`src/rtl/ip_hdr_tx.sv`:
```
// IPv4 header generator: latches a request, computes the header checksum
// over ten cycles plus two folds, then streams 20 header bytes.
module ip_hdr_tx #(
  parameter logic [7:0]  TTL     = 8'd64,
  parameter logic [15:0] ID_INIT = 16'h0000
) (
  input  logic        clk,
  input  logic        rst_n,
  input  logic        start,
  input  logic [15:0] payload_len,
  input  logic [7:0]  protocol,
  input  logic [31:0] src_ip,
  input  logic [31:0] dst_ip,
  output logic        busy,
  output logic [7:0]  hdr_data,
  output logic        hdr_valid,
  input  logic        hdr_ready,
  output logic        hdr_last,
  output logic [15:0] checksum
);

  typedef enum logic [1:0] {
    S_IDLE,
    S_CALC,
    S_FOLD,
    S_SEND
  } state_t;

  state_t      state_q, state_d;
  logic [15:0] id_cnt_q, id_cnt_d;
  logic [15:0] id_q, id_d;
  logic [15:0] tlen_q, tlen_d;
  logic [7:0]  proto_q, proto_d;
  logic [31:0] src_q, src_d;
  logic [31:0] dst_q, dst_d;
  logic [19:0] acc_q, acc_d;
  logic [3:0]  w_q, w_d;
  logic [4:0]  b_q, b_d;
  logic [15:0] csum_q, csum_d;
  logic [7:0]  data_q, data_d;
  logic        valid_q, valid_d;
  logic        last_q, last_d;
  logic        busy_q, busy_d;

  logic [4:0]  nb;
  logic [15:0] nword;
  logic [7:0]  nbyte;
  logic [15:0] cword;
  logic [19:0] fold;

  function automatic logic [15:0] hword(
    input logic [3:0]  w,
    input logic [15:0] tl,
    input logic [15:0] id,
    input logic [7:0]  pr,
    input logic [31:0] s,
    input logic [31:0] d,
    input logic [15:0] cs
  );
    logic [15:0] r;
    r = 16'h0000;
    case (w)
      4'd0:    r = 16'h4500;
      4'd1:    r = tl;
      4'd2:    r = id;
      4'd3:    r = 16'h4000;
      4'd4:    r = {TTL, pr};
      4'd5:    r = cs;
      4'd6:    r = s[31:16];
      4'd7:    r = s[15:0];
      4'd8:    r = d[31:16];
      4'd9:    r = d[15:0];
      default: r = 16'h0000;
    endcase
    return r;
  endfunction

  always_comb begin
    nb    = b_q + 5'd1;
    nword = hword(nb[4:1], tlen_q, id_q, proto_q,
                  src_q, dst_q, csum_q);
    nbyte = nb[0] ? nword[7:0] : nword[15:8];
    // checksum field counts as zero while summing
    cword = hword(w_q, tlen_q, id_q, proto_q,
                  src_q, dst_q, 16'h0000);
    fold  = {4'h0, acc_q[15:0]} + {16'h0, acc_q[19:16]};

    state_d  = state_q;
    id_cnt_d = id_cnt_q;
    id_d     = id_q;
    tlen_d   = tlen_q;
    proto_d  = proto_q;
    src_d    = src_q;
    dst_d    = dst_q;
    acc_d    = acc_q;
    w_d      = w_q;
    b_d      = b_q;
    csum_d   = csum_q;
    data_d   = data_q;
    valid_d  = valid_q;
    last_d   = last_q;
    busy_d   = busy_q;

    case (state_q)
      S_IDLE: begin
        if (start) begin
          tlen_d   = payload_len + 16'd20;
          proto_d  = protocol;
          src_d    = src_ip;
          dst_d    = dst_ip;
          id_d     = id_cnt_q;
          id_cnt_d = id_cnt_q + 16'd1;
          acc_d    = 20'h0;
          w_d      = 4'd0;
          busy_d   = 1'b1;
          state_d  = S_CALC;
        end
      end
      S_CALC: begin
        acc_d = acc_q + {4'h0, cword};
        w_d   = w_q + 4'd1;
        if (w_q == 4'd9) begin
          w_d     = 4'd0;
          state_d = S_FOLD;
        end
      end
      S_FOLD: begin
        acc_d = fold;
        w_d   = w_q + 4'd1;
        if (w_q == 4'd1) begin
          csum_d  = ~fold[15:0];
          b_d     = 5'd0;
          data_d  = 8'h45;
          valid_d = 1'b1;
          last_d  = 1'b0;
          state_d = S_SEND;
        end
      end
      S_SEND: begin
        if (hdr_ready) begin
          if (b_q == 5'd19) begin
            valid_d = 1'b0;
            last_d  = 1'b0;
            busy_d  = 1'b0;
            state_d = S_IDLE;
          end else begin
            b_d    = nb;
            data_d = nbyte;
            last_d = (nb == 5'd19);
          end
        end
      end
      default: state_d = S_IDLE;
    endcase
  end

  always_ff @(posedge clk or negedge rst_n) begin
    if (!rst_n) begin
      state_q  <= S_IDLE;
      id_cnt_q <= ID_INIT;
      id_q     <= 16'h0;
      tlen_q   <= 16'h0;
      proto_q  <= 8'h0;
      src_q    <= 32'h0;
      dst_q    <= 32'h0;
      acc_q    <= 20'h0;
      w_q      <= 4'd0;
      b_q      <= 5'd0;
      csum_q   <= 16'h0;
      data_q   <= 8'h0;
      valid_q  <= 1'b0;
      last_q   <= 1'b0;
      busy_q   <= 1'b0;
    end else begin
      state_q  <= state_d;
      id_cnt_q <= id_cnt_d;
      id_q     <= id_d;
      tlen_q   <= tlen_d;
      proto_q  <= proto_d;
      src_q    <= src_d;
      dst_q    <= dst_d;
      acc_q    <= acc_d;
      w_q      <= w_d;
      b_q      <= b_d;
      csum_q   <= csum_d;
      data_q   <= data_d;
      valid_q  <= valid_d;
      last_q   <= last_d;
      busy_q   <= busy_d;
    end
  end

  assign busy      = busy_q;
  assign hdr_data  = data_q;
  assign hdr_valid = valid_q;
  assign hdr_last  = last_q;
  assign checksum  = csum_q;

endmodule
```
`config.mk`:
```
export PLATFORM = sky130hd
export DESIGN_NAME = ip_hdr_tx
export DESIGN_NICKNAME = d
export VERILOG_FILES = /design/src/rtl/ip_hdr_tx.sv
export SDC_FILE = /design/constraint.sdc
export NUM_CORES = 1
export LEC_CHECK = 0
export CORE_MARGIN = 8
export CORE_UTILIZATION = 50
export CTS_BUF_LIST = sky130_fd_sc_hd__clkbuf_4 sky130_fd_sc_hd__clkbuf_8 sky130_fd_sc_hd__clkbuf_16
export CTS_CLUSTER_DIAMETER = 50
export DETAILED_ROUTE_END_ITERATION = 6
export GPL_TIMING_DRIVEN = 1
export PLACE_DENSITY_LB_ADDON = 0.25
export SYNTH_ARGS = -nofsm -noshare
export SYNTH_HDL_FRONTEND = slang
export SYNTH_SLANG_ARGS = --single-unit
```
`constraint.sdc`:
```
create_clock -name clk -period 7.3 [get_ports clk]
set_input_delay 0.73 -clock clk [delete_from_list [all_inputs] [get_ports clk]]
set_output_delay 0.73 -clock clk [all_outputs]
set_load 0.02 [all_outputs]
```
==> out/qor.yml <==
clock_network:
  cts_inserted_buffers: 17
  ctsResizeCount: 0
  htree_levels: 4
  root_buffer: "clkbuf_16"
  clk_pin_slew_ns: 0.08
  cts_buffer_depth: 2
  hold_buffers: 0
  cts_tree: "done"
  insertion_delay_ns: 0.44
  cts_setup_buffers: 0
  cts.sinks: 178
place:
  dp_cells: 1353
  place_area_um2: 11660
  dp_hpwl_um: 23690
  globalplace.congestion: 0.9321
  io_buffers: 118
  post-place-ws_ns: 3.357
routing:
  drtAntennaViolNets: 0
  drtPass1Iterations: 7
  wl_per_cell_um: 23.54
  route.detailed.drc: 0
  post_drt_via_cell_ratio: 6.499
  finalWirelength_um: 32610
  num_vias: 9001
  drtIter0Drc: 1004
floorplanning:
  core_um2: 20300
  die_h_um: 160.0
  die-area_um2: 25610
  rows: 52
  initial_core_util: 0.5110
  ios: 119
  die_x_um: 160.0
logic_synthesis:
  ys_ff_latch: 178
  syn_nets: 1150
  async_flop_share: 1.000
  synth_top_cell_area_share: 0.4294
  synth-edff-count: 0
  seq_area_frac_synth: 0.4294
  synth-main-ff-cell: "dfrtp_1"
  syn_area_um2: 10370
  synth_cell_types: 75
  syn_inst: 1023
  netlist.top_cell.by_area: "dfrtp_1"
  synth_area_per_cell_um2: 10.14
  synth.area.top_cells: "dfrtp_1 43%, mux2_2 10%, a22oi_1 4.1%"
  yosysWarnings: 0
timing:
  setup-violations-final: 0
  final.period_utilization: 0.5561
  rsz0062_at_grt: "false"
  fin_skew_ns: 0.01638
  tightest_slew_ns: 1.172
  max_freq_ghz: 0.2463
  maxSlewHeadroom: 0.2134
  setup_ws_ns: 3.240
  drv_slew: 0
  finalCriticalPeriod_ns: 4.060
  hold_ws_ns: 0.2107
  hold_violations: 0
  fin_tns_setup_ns: 0
final_layout:
  fin_area_um2: 12250
  drive_above_1_share: 0.1399
  fill_cells: 1730
  antennaDiodeCount: 0
  fin_nets: 1229
  syn2layout_area_growth_pct: 18.07
  fin_cells: 1385
grt:
  grt-ovfl-total: 0
  antenna_found_initial: 0
  grt_pass1_wl_um: 51610
  grt_pass1_vias: 8738
  grt_usage: 0.2549
  grt_max_degree: 73
worst_setup_path:
  worstPathCellList: "inv_1 -> ha_1 -> and2_1 -> a222oi_1 -> nand3_1 -> ha_1 -> fa_1 -> a21oi_1 -> o21ai_1 -> a21oi_1 -> a21oi_1 -> a31oi_1 -> xor2_1 -> o21ai_0"
  rr_worst_depth: 14
  cp.buffers_inverters: 1
  crit_cells: 14
  cp.arrival_ns: 4.35
  crit_path_frequent_cell: "a21oi_1"
  crit_required_ns: 7.59
  crit_path_end_kind: "flop"
  slowest_stage: "a21oi_1"
  crit_type: "flop to flop"
  r2r_slack_ns: 3.24
  cp_max_fo: 16
  max_stage_delay_ns: 0.45
  crit_family: "compound AO/OA/AOI/OAI gates"
  critPathLaunchType: "flop"
status:
  outcome: "finished clean"
min_path:
  min_path_type: "input port to async pin"
pwr:
  power_density_nw_per_um2: 369.3
  p_leak_nw: 5.249
  vdd_drop_max_uv: 207.4
run:
  drv_cap: 0
routing by layer:
| layer | routed length (um) | part of all wire | global-route usage |
|---|---|---|---|
| met5 | 0 | 0 | 0 |
| met4 | 1286 | 0.039 | 0.1024 |
| met3 | 3362 | 0.10 | 0.06504 |
| met2 | 14060 | 0.43 | 0.3756 |
| met1 | 13900 | 0.43 | 0.3514 |
metrics by stage:
| step | total power [mW] | utilization |
|---|---|---|
| after detailed placement | 3.570 | 0.5743 |
| after global routing | 4.751 | 0.6034 |
| final | 4.523 | 0.6034 |
| after global placement | 3.539 | 0.5743 |
| after CTS | 4.495 | 0.6034 |
| after floorplan | 2.823 | - |
flip-flops by register name, summed over array words and instances, names as in the netlist:
register	flops
hdr_data	8
w_q	4
state_q	2
hdr_last	1
dst_q	32
acc_q	20
tlen_q	16
hdr_valid	1
b_q	5
proto_q	8
id_q	16
src_q	32
id_cnt_q	16
checksum	16
busy	1
cells in the final DEF, fill, tap and decap left out, drive strengths merged, types with 5 or more instances in the layout:
cell	instances
dfrtp	178
clkdlybuf4s50	117
nand2	100
mux2	92
o21ai	86
a22oi	56
nand3	53
a21oi	38
ha	33
xor2	31
nor2	30
xnor2	28
inv	27
and3	20
clkbuf	17
a221oi	16
nor3	15
a222oi	13
a22o	11
a21o	11
buf	10
nor2b	9
nand4	9
and2	9
o211ai	8
o221ai	8
mux2i	7
a211oi	6
a31oi	5
o2111ai	5
o21a	5
nor3b	5
nand2b	5
o2bb2ai	5
clkinv	5
synthesized netlist by cell type (3+ instances only):
cell type  count
a211o_1        3
a211oi_1       6
a21o_1        11
a21oi_1       38
a221oi_1      15
a222oi_1      13
a22o_1        11
a22oi_1       56
a31oi_1        5
and2_1         7
and3_1        20
and4_1         3
buf_2         18
buf_4          4
buf_6          3
clkbuf_1      41
dfrtp_1      178
ha_1          33
inv_1         19
mux2_2        92
mux2i_1        7
nand2_1       99
nand2b_1       4
nand3_1       52
nand4_1        9
nor2_1        29
nor2b_1        9
nor3_1        13
nor3b_1        4
o2111ai_1      5
o211ai_1       8
o21a_1         5
o21ai_0       81
o21ai_1        5
o21bai_1       4
o221ai_1       7
o2bb2ai_1      5
xnor2_1       27
xor2_1        30
final cells by class:
type | instances | area (um2) | area share
Clock inverter | 15 | 163.9 | 0.01338
Clock buffer | 17 | 425.4 | 0.03473
Multi-Input combinational cell | 759 | 5545 | 0.4528
Sequential cell | 178 | 4454 | 0.3637
Inverter | 19 | 71.32 | 0.005823
Timing Repair Buffer | 127 | 1250 | 0.1021
Tap cell | 270 | 337.8 | 0.02758
final timing paths:
kind,start,to
worst max-delay path,w_q[0],acc_q[14]
worst min-delay path,rst_n,src_q[17]
worst max register to register,w_q[0],acc_q[14]
worst min register to register,id_cnt_q[15],id_cnt_q[15]
max in group asynchronous,rst_n,dst_q[19]
min in group clk,id_cnt_q[15],id_cnt_q[15]
cell families (layout without fill, tap and decap cells):
family          Yosys count  after routing  share of synthesized area
compound gates          299            299                     0.2017
simple gates            267            267                     0.1283
flops                   178            178                     0.4294
mux                      99             99                     0.1066
buf+inv                  86            178                    0.03691
xor+xnor                 59             59                    0.05343
fa+ha+maj                35             35                    0.04366
worst reg2reg max path, cell delays in order (launching register included):
cell and delay (ns):
dfrtp_1 0.43, inv_1 0.09, ha_1 0.25, and2_1 0.41
a222oi_1 0.43, nand3_1 0.19, ha_1 0.26, fa_1 0.41
a21oi_1 0.21, o21ai_1 0.09, a21oi_1 0.46, a21oi_1 0.25
a31oi_1 0.24, xor2_1 0.15, o21ai_0 0.08
where the power goes:
group          internal, mW  total, mW  switching, mW
clock network         0.460      0.916          0.456
registers              1.36       1.89          0.529
logic                 0.760       1.72          0.960
(Power assumes the default switching activity.)
